--- src/rtl/piso_frame_serializer.sv ---
// Parallel-in/serial-out frame serializer: accepts an N-bit word over valid/ready
// and shifts out 1..N bits per word, MSB- or LSB-first, gated by an external bit strobe.
module piso_frame_serializer #(
    parameter int N     = 8,
    parameter int LEN_W = $clog2(N + 1)
) (
    input  logic             clk,
    input  logic             rst,
    input  logic             i_valid,
    output logic             o_ready,
    input  logic [N-1:0]     i_data,
    input  logic [LEN_W-1:0] i_len,
    input  logic             i_direction,
    input  logic             i_shift_en,
    output logic             o_out,
    output logic             o_out_valid,
    output logic             o_last
);

    localparam logic [0:0] ST_IDLE  = 1'b0;
    localparam logic [0:0] ST_SHIFT = 1'b1;

    localparam logic MSB_FIRST = 1'b0;

    localparam logic [LEN_W-1:0] LEN_MAX = LEN_W'(N);
    localparam logic [LEN_W-1:0] LEN_ONE = LEN_W'(1);

    logic [0:0]       state_reg, state_next;
    logic [N-1:0]     q_reg, q_next;
    logic [LEN_W-1:0] cnt_reg, cnt_next;
    logic             dir_reg, dir_next;

    logic             in_shift;
    logic             accept;
    logic [LEN_W-1:0] len_eff;
    logic [LEN_W-1:0] align_sh;
    logic [N-1:0]     load_q;
    logic [N-1:0]     q_shl;
    logic [N-1:0]     q_shr;

    // One-bit shifted views of q, zero filled at the vacated end.
    generate
        for (genvar gi = 0; gi < N; gi++) begin : g_shift
            if (gi == 0) begin : g_lo
                assign q_shl[gi] = 1'b0;
                assign q_shr[gi] = q_reg[gi+1];
            end else if (gi == N - 1) begin : g_hi
                assign q_shl[gi] = q_reg[gi-1];
                assign q_shr[gi] = 1'b0;
            end else begin : g_mid
                assign q_shl[gi] = q_reg[gi-1];
                assign q_shr[gi] = q_reg[gi+1];
            end
        end
    endgenerate

    assign in_shift    = (state_reg == ST_SHIFT);
    assign o_out_valid = in_shift;
    assign o_last      = in_shift && (cnt_reg == LEN_ONE);
    assign o_out       = in_shift && ((dir_reg == MSB_FIRST) ? q_reg[N-1] : q_reg[0]);

    // In SHIFT a new word can only land on the cycle the last bit is consumed.
    assign o_ready = rst && (!in_shift || (o_last && i_shift_en));
    assign accept  = i_valid && o_ready;

    assign len_eff  = ((i_len == '0) || (i_len > LEN_MAX)) ? LEN_MAX : i_len;
    assign align_sh = LEN_MAX - len_eff;
    // MSB-first words are left-aligned so the first bit always sits at q[N-1].
    assign load_q   = (i_direction == MSB_FIRST) ? (i_data << align_sh) : i_data;

    always_comb begin
        state_next = state_reg;
        q_next     = q_reg;
        cnt_next   = cnt_reg;
        dir_next   = dir_reg;
        if (accept) begin
            state_next = ST_SHIFT;
            q_next     = load_q;
            cnt_next   = len_eff;
            dir_next   = i_direction;
        end else if (in_shift && i_shift_en) begin
            if (cnt_reg > LEN_ONE) begin
                q_next   = (dir_reg == MSB_FIRST) ? q_shl : q_shr;
                cnt_next = cnt_reg - LEN_ONE;
            end else begin
                state_next = ST_IDLE;
                q_next     = '0;
                cnt_next   = '0;
            end
        end
    end

    always_ff @(posedge clk or negedge rst) begin
        if (!rst) begin
            state_reg <= ST_IDLE;
            q_reg     <= '0;
            cnt_reg   <= '0;
            dir_reg   <= MSB_FIRST;
        end else begin
            state_reg <= state_next;
            q_reg     <= q_next;
            cnt_reg   <= cnt_next;
            dir_reg   <= dir_next;
        end
    end

endmodule

--- config.mk ---
export PLATFORM = sky130hd
export DESIGN_NAME = piso_frame_serializer
export DESIGN_NICKNAME = d
export VERILOG_FILES = /design/src/rtl/piso_frame_serializer.sv
export SDC_FILE = /design/constraint.sdc
export NUM_CORES = 1
export LEC_CHECK = 0
export BUFFER_PORTS_ARGS = -buffer_cell sky130_fd_sc_hd__buf_2
export CAP_MARGIN = 20
export CORE_ASPECT_RATIO = 1.4
export CORE_UTILIZATION = 50
export CTS_BUF_LIST = sky130_fd_sc_hd__clkbuf_16
export CTS_CLUSTER_SIZE = 12
export DETAILED_ROUTE_END_ITERATION = 10
export PLACE_DENSITY = 0.75
export RECOVER_POWER = 25
export SYNTH_ARGS = -nofsm -noshare
export SYNTH_HDL_FRONTEND = slang
export SYNTH_SLANG_ARGS = --single-unit
--- constraint.sdc ---
create_clock -name clk -period 1.6 [get_ports clk]
set_clock_uncertainty 0.15 [all_clocks]
set_input_delay 0 -clock clk [delete_from_list [all_inputs] [get_ports clk]]
set_output_delay 0 -clock clk [all_outputs]
set_load 0.05 [all_outputs]
==> flow_summary.ini, run 1 <==
[outcome]
outcome = finished with violations
violations = setup timing

[sta]
rsz0062_at_grt = true
setup_viol = 15
finalHoldViolations = 0
fin_ws_ns = -0.196
slew_violations = 0
worstMarginPinSlew_ns = 0.463
fin_crit_sh = 1.12
fin_crit_ns = 1.80
fmaxAchievable_mhz = 557
setup_tns_ns = -1.75
max_slew_margin = 0.692

[clock_tree]
root_buffer = clkbuf_16
clock_latency_ns = 0.25
numCtsBuffers = 3
clock_tree.buffer_depth = 2
cts_num_sinks = 14
cts_tree = yes
cts_max_level = 1
clkSlewWorstSetupHoldPaths_ns = 0.05

[global_routing]
grt_antenna_before_repair = 0
grt_max_degree = 21
grt_pass1_vias = 1297
grt_pass1_wl_microns = 6010
grt_use_total = 0.325
grt-ovfl-total = 0

[power_and_ir_drop]
p_total_w = 0.00307
pwr_density_cell_nw_per_um2 = 1620
p_comb_frac = 0.594
switchingPower_w = 0.00133
power.internal_w = 0.00174
vdd_drop_max_v = 0.000889
clkPwrFrac = 0.157
power.leakage_nw = 0.824
p_sw_frac = 0.434
power_frac_seq = 0.249

[placement]
dpl.hpwl_microns = 2340
gp_congestion = 0.847
numPortBuffers = 20
pre_cts_slack_ns = -0.298

[detailed_routing]
first_pass_iters = 4
drt-total-wl_microns = 3880
wl_per_cell_microns = 18.4
antenna_left = 0
vias_per_cell = 6.18
drt_iter0_drc = 43
route.detailed.drc = 0
detailroute.via_count = 1303

[critical_path]
end_kind = flip-flop
crit_arrival_ns = 1.82
worstSetupPathType = flip-flop to flip-flop
cp_max_fo = 6
r2r.worst_path.cells = 9
cp.required_ns = 1.62
critPathLaunchType = flip-flop

[synth]
yosysWarnings = 0
synth_edf_count = 0
synth_nets = 155
synthTopCellsByCount = a21oi_1, dfrtp_1, nor3_1, nand2_1, mux2i_1
avgSynthCellArea_sq_um = 8.73
yosysUniqueCellTypes = 38
synthesis.instances = 135
synth.area.top_cells = dfrtp_1, mux2i_1, a21oi_1
ys_ff_latch = 14
synth.cell_area_sq_um = 1180
ys_seq_area_frac = 0.297
synth_flop_cell = dfrtp_1
synth_top_area_cell = dfrtp_1
synth.most_common_cell = a21oi_1
yosysTopAreaCellShare = 0.297
async_reset_ff_frac = 1.00

[min_path]
min_path_cells = 3
hp-class = input port to flip-flop

[floorplan]
die_x_microns = 43.0
num_rows = 20
io_pins = 21
start_util = 0.535
core_area_sq_um = 2200
die-area_sq_um = 2560
die_h_microns = 59.4

[final_layout]
final_nets = 210
drive_above_1_share = 0.471
antenna_cells = 0
largest_reg_flops = 8
area.growth.synth_to_final_pct = 61.3

[run]
max_cap_violations = 0
worst paths after layout:
kind,slack [ns],startpoint,endpoint
max,-0.20,cnt_reg[0],q_reg[6]
min,0.006,i_data[4],q_reg[4]
max reg2reg,-0.20,cnt_reg[0],q_reg[6]
min reg2reg,0.46,q_reg[1],q_reg[1]
max in group asynchronous,0.97,rst,o_out_valid
min in group asynchronous,0.14,rst,q_reg[7]
per-layer routing:
metal  track usage  share of wire  up-vias
met5             0              0        -
met2         0.606           0.56       46
met4         0.169          0.033        0
met3        0.0518          0.034       12
met1         0.346           0.37      631
li1              -              -      614
per-stage QoR:
step                 util  std cells  hold slack [ns]  area, sq um
floorplan               -        135           -0.446         1280
global placement    0.694        192           -0.191         1530
detailed placement  0.694        192           -0.188         1530
CTS                 0.846        210           0.0162         1860
global route        0.863        211           0.0456         1900
finish              0.863        211          0.00600         1900
cells by family after synthesis:
| family | count (synthesis) | synth area share |
|---|---|---|
| and+or+nand+nor | 41 | 0.173 |
| AOI/OAI and AO/OA | 43 | 0.230 |
| muxes | 15 | 0.173 |
| adders and majority gates | 3 | 0.0319 |
| buffers and inverters | 17 | 0.0732 |
| xor gates and xnor gates | 2 | 0.0212 |
| DFF | 14 | 0.297 |
worst max-delay path, stage by stage, from the launching register on:
cell	delay (ns)
dfrtp_1	0.39
buf_6	0.13
ha_4	0.16
buf_6	0.12
nor2_4	0.09
nor3_4	0.06
buf_6	0.14
nor3_1	0.26
a211oi_1	0.09
a21oi_1	0.13
cells in the final DEF (no fill, tap or decap), drive strengths merged, types with 6 or more instances in the layout:
master / instances
inv: 7
buf: 48
dlygate4sd3: 11
mux2i: 11
nand2: 12
dfrtp: 14
a21oi: 20
nor3: 14
a211oi: 6
power groups by stage:
stage	Clock (W)	Sequential, W	Combinational, W
2_1_floorplan	0	0.000714	0.000899
3_3_place_gp	0	0.000706	0.00130
3_5_place_dp	0	0.000717	0.00135
4_1_cts	0.000476	0.000731	0.00164
5_1_grt	0.000494	0.000780	0.00195
6_report	0.000481	0.000765	0.00183
area by class of cell:
type	instances	area, sq um
Timing Repair Buffer	60	470
Multi-Input combinational cell	104	938
Clock buffer	3	75.1
Fill cell	125	302
Inverter	7	33.8
Sequential cell	14	352
Tap cell	22	27.5
Clock inverter	1	3.75
what timing repair did:
action / 4_1_cts / 5_1_grt
pin swaps: 7 / 1
gates cloned: 0 / 1
hold buffers: 11 / 0
gates resized for setup: 27 / 13
buffers inserted: 3 / 1
endpoints found under the hold margin: 23 / 0
setup endpoints to repair: 15 / 16
No activity file was read; power rests on OpenSTA's default activity.
==> run 2, diff against run 1 <==
- CORE_MARGIN: default -> 2
- TNS_END_PERCENT: default -> 10
==> flow_summary.ini, run 2 (same netlist as run 1, synthesis figures left out) <==
[clock_tree]
cts_tree = yes
cts_num_sinks = 14
clock_tree.buffer_depth = 2
numCtsBuffers = 3
clock_latency_ns = 0.24
clkSlewWorstSetupHoldPaths_ns = 0.05
root_buffer = clkbuf_16
cts_max_level = 1

[power_and_ir_drop]
p_sw_frac = 0.444
clkPwrFrac = 0.145
switchingPower_w = 0.00144
power.leakage_nw = 0.870
pwr_density_cell_nw_per_um2 = 1630
p_comb_frac = 0.617
power_frac_seq = 0.238
power.internal_w = 0.00180
vdd_drop_max_v = 0.000888
p_total_w = 0.00324

[run]
max_cap_violations = 0

[critical_path]
r2r_end = q_reg[0]
crit_path_start = cnt_reg[0]
max_stage_delay_ns = 0.41
reg2reg_from = cnt_reg[0]
cp_max_fo = 6
r2r_slack_ns = -0.21
crit_chain = buf_6, inv_4, ha_4, nor2_4, nor3_4, buf_6, nor3_4, a21oi_2, o22ai_2
critPathLaunchType = flip-flop
worstSetupPathType = flip-flop to flip-flop
slowest_stage = dfrtp_1
crit_path_end = q_reg[0]
crit_arrival_ns = 1.76
end_kind = flip-flop
r2r.worst_path.cells = 9
cp.required_ns = 1.55

[sta]
fin_ws_ns = -0.213
setup_viol = 15
slew_violations = 0
fin_crit_sh = 1.13
hold_ws_ns = 0.0309
finalHoldViolations = 0
fmaxAchievable_mhz = 552
worstMarginPinSlew_ns = 0.397
fin_crit_ns = 1.81
rsz0062_at_grt = true
max_slew_margin = 0.735

[detailed_routing]
first_pass_iters = 4
detailroute.via_count = 1376
wl_per_cell_microns = 20.5
route.detailed.drc = 0
drt_iter0_drc = 34
vias_per_cell = 6.40
antenna_left = 0
drt-total-wl_microns = 4420

[placement]
gp_congestion = 0.825
numPortBuffers = 20
postPlaceCellArea_sq_um = 1470
dpl.hpwl_microns = 2320
pre_cts_slack_ns = -0.289

[final_layout]
drive_above_1_share = 0.508
final_nets = 214
final_area_sq_um = 1990
final_common_cell = buf_4
antenna_cells = 0
final_cell_mix = buf_4, buf_2, a21oi_1
area.growth.synth_to_final_pct = 68.8
largest_reg_flops = 8

[floorplan]
num_rows = 20
io_pins = 21
die_h_microns = 61.4
die_x_microns = 45.0
start_util = 0.535
core_area_sq_um = 2200
die-area_sq_um = 2770

[global_routing]
grt_antenna_before_repair = 0
grt-ovfl-total = 0
grt_pass1_wl_microns = 6710
grt_max_degree = 21
grt_use_total = 0.338
grt_pass1_vias = 1469

[outcome]
outcome = finished with violations
violations = setup timing

[min_path]
hp-class = input port to flip-flop
-- run 2: final cells by class --
| type | instances | area, sq um |
|---|---|---|
| Multi-Input combinational cell | 104 | 997 |
| Tap cell | 22 | 27.5 |
| Timing Repair Buffer | 64 | 500 |
| Clock inverter | 1 | 3.75 |
| Fill cell | 87 | 213 |
| Inverter | 7 | 33.8 |
| Clock buffer | 3 | 75.1 |
| Sequential cell | 14 | 352 |
-- run 2: power by group through the flow --
stage	sequential, W	combinational (W)	clock (W)
5_1_grt	0.000799	0.00210	0.000490
3_5_place_dp	0.000712	0.00128	0
4_1_cts	0.000748	0.00174	0.000469
6_report	0.000771	0.00200	0.000468
2_1_floorplan	0.000704	0.000828	0
3_3_place_gp	0.000695	0.00124	0
-- run 2: layer usage --
layer / up-vias / global-route usage / routed length, microns
met2: 59 / 0.624 / 2480
met3: 23 / 0.0411 / 178
met4: 0 / 0.214 / 244
met1: 665 / 0.350 / 1510
li1: 629 / - / -
met5: - / 0 / 0
-- run 2: per-stage QoR --
stage                     cells   util  TNS, ns
after detailed placement    195  0.666    -2.77
final                       215  0.903    -1.92
after floorplan             135      -    -1.79
after global routing        215  0.903    -2.83
after global placement      195  0.666    -2.24
after CTS                   215  0.856    -2.17
-- run 2: how the worst min path moves through the flow --
stage | from | to | cells past startpoint
2_1_floorplan | rst | cnt_reg[0] | 0
3_3_place_gp | rst | cnt_reg[3] | 1
3_5_place_dp | rst | cnt_reg[2] | 1
4_1_cts | i_len[3] | cnt_reg[3] | 4
5_1_grt | i_valid | cnt_reg[3] | 4
6_report | i_len[3] | cnt_reg[3] | 4
-- run 2: critical path: cells and delay by family, from the launching register on --
kind	cells	cell delay [ns]
flip-flops	1	0.41
buffers and inverters	3	0.38
AO/OA/AOI/OAI	2	0.33
AND/OR/NAND/NOR	3	0.27
adder cells (fa/ha/maj)	1	0.14
-- run 2: timing repair --
action                     in CTS  in global routing
hold buffers                   11                  0
buffers inserted                3                  0
pin swaps                      13                 10
hold endpoints to repair       24                  0
setup endpoints to repair      15                 16
resized for setup              44                 21
cloned                          2                  0
==> run 3, diff against run 2 <==
- CTS_CLUSTER_SIZE: 12 -> 24
- REMOVE_ABC_BUFFERS: default -> 1
==> flow_summary.ini, run 3 (same netlist as run 1, synthesis figures left out) <==
[outcome]
outcome = finished with violations
violations = setup timing

[floorplan]
core_area_sq_um = 2200
die-area_sq_um = 2770
io_pins = 21
die_h_microns = 61.4
die_x_microns = 45.0
start_util = 0.535
num_rows = 20

[placement]
postPlaceCellArea_sq_um = 1420
numPortBuffers = 20
dp_cells = 189
gp_congestion = 0.901
dpl.hpwl_microns = 2340

[final_layout]
final_cell_mix = buf_4, a21oi_1, buf_2
largest_reg_flops = 8
drive_above_1_share = 0.418
final_common_cell = buf_4
final_area_sq_um = 1850
area.growth.synth_to_final_pct = 57.0
fin_cells = 211
antenna_cells = 0
final_util = 0.840
final_nets = 210

[critical_path]
cp_num_cells = 7
worst-path-buf-inv = 2
crit_path_start = cnt_reg[0]
r2r_end = q_reg[7]
critPathLaunchType = flip-flop
crit_path_end = q_reg[7]
reg2reg_from = cnt_reg[0]
crit_chain = ha_4, buf_6, nor2_4, nor3_4, buf_6, o41ai_2, a211o_1
crit_arrival_ns = 1.85
r2r_slack_ns = -0.20
cp_common_cell = buf_6
end_kind = flip-flop
slowest_stage = dfrtp_1
r2r.worst_path.cells = 7
crit_family = compound AO/OA/AOI/OAI gates
max_stage_delay_ns = 0.43
cp_max_fo = 5
cp.required_ns = 1.64
worstSetupPathType = flip-flop to flip-flop

[clock_tree]
cts_tree = yes
root_buffer = clkbuf_16
clock_tree.buffer_depth = 2
numCtsBuffers = 3
clock_latency_ns = 0.25
cts_max_level = 1
cts_num_sinks = 14
clkSlewWorstSetupHoldPaths_ns = 0.05

[global_routing]
grt_max_degree = 21
use_met1 = 0.303
grt_antenna_before_repair = 0
grt-ovfl-total = 0
grt_use_total = 0.307
grt_pass1_vias = 1305
grt_pass1_wl_microns = 5860
met3_usage = 0.0440
gr-max-usage-layer = met2
grt_util_met2 = 0.596

[detailed_routing]
drt_iter0_drc = 48
wl_per_cell_microns = 19.1
drt-total-wl_microns = 4030
first_pass_iters = 4
vias_per_cell = 6.36
antenna_left = 0
detailroute.via_count = 1341
route.detailed.drc = 0

[power_and_ir_drop]
power_frac_seq = 0.270
p_comb_frac = 0.565
vdd_drop_max_v = 0.000894
p_total_w = 0.00292
power.leakage_nw = 0.800
p_sw_frac = 0.434
pwr_density_cell_nw_per_um2 = 1580
clkPwrFrac = 0.165
switchingPower_w = 0.00127
power.internal_w = 0.00165

[sta]
fmaxAchievable_mhz = 554
fin_crit_ns = 1.80
fin_ws_ns = -0.204
hold_ws_ns = 0.0124
fin_crit_sh = 1.13
rsz0062_at_grt = true
finalHoldViolations = 0
max_slew_margin = 0.752
setup_viol = 15
worstMarginPinSlew_ns = 0.371
slew_violations = 0

[min_path]
hold_start = i_len[1]
hp-class = input port to flip-flop

[run]
max_cap_violations = 0
## run 3: cell types whose count changed in the layout (fill, tap and decap cells not counted), sizes merged
cell	previous run	this run
buf	52	45
clkdlybuf4s25	0	1
dlygate4sd3	11	13
## run 3: tightest hold or removal path, stage by stage
cell and delay, ns:
buf_2 0.10, nand2_1 0.08, buf_4 0.12, a21oi_2 0.05
## run 3: final cells by class
cell class	instances	area [sq um]
multi-input combinational	104	898
fill	123	352
inverter	7	31.3
sequential	14	352
timing repair buffer	60	463
clock inverter	1	3.75
clock buffer	3	75.1
tap	22	27.5
## run 3: through the flow
| stage | worst slack (ns) | TNS, ns |
|---|---|---|
| 2_1_floorplan | -0.596 | -4.69 |
| 6_report | -0.204 | -1.62 |
| 3_3_place_gp | -0.231 | -2.32 |
| 3_5_place_dp | -0.299 | -2.94 |
| 4_1_cts | -0.173 | -2.08 |
| 5_1_grt | -0.251 | -2.88 |
## run 3: worst min-delay path by stage
stage | cells past startpoint | end
floorplan | 0 | cnt_reg[0]
CTS | 4 | cnt_reg[1]
global placement | 1 | q_reg[0]
global route | 4 | cnt_reg[1]
detailed placement | 1 | q_reg[0]
finish | 4 | cnt_reg[1]
## run 3: per-layer routing
metal,vias to the layer above,wire (microns)
met5,-,0
met4,0,169
met3,13,148
met2,61,2250
met1,651,1460
li1,616,-
## run 3: power by group through the flow
stage / sequential (W) / combinational [W] / clock [W]
2_1_floorplan: 0.000739 / 0.000740 / 0
3_3_place_gp: 0.000717 / 0.00117 / 0
3_5_place_dp: 0.000733 / 0.00120 / 0
4_1_cts: 0.000748 / 0.00137 / 0.000483
5_1_grt: 0.000808 / 0.00176 / 0.000493
6_report: 0.000791 / 0.00165 / 0.000483
## run 3: what timing repair did
action | CTS | global route
gates cloned | 2 | 0
gates resized for setup | 19 | 25
endpoints found under the hold margin | 24 | 7
hold buffers | 12 | 2
pin swaps | 6 | 10
setup endpoints to repair | 15 | 17
setup buffers | 2 | 0
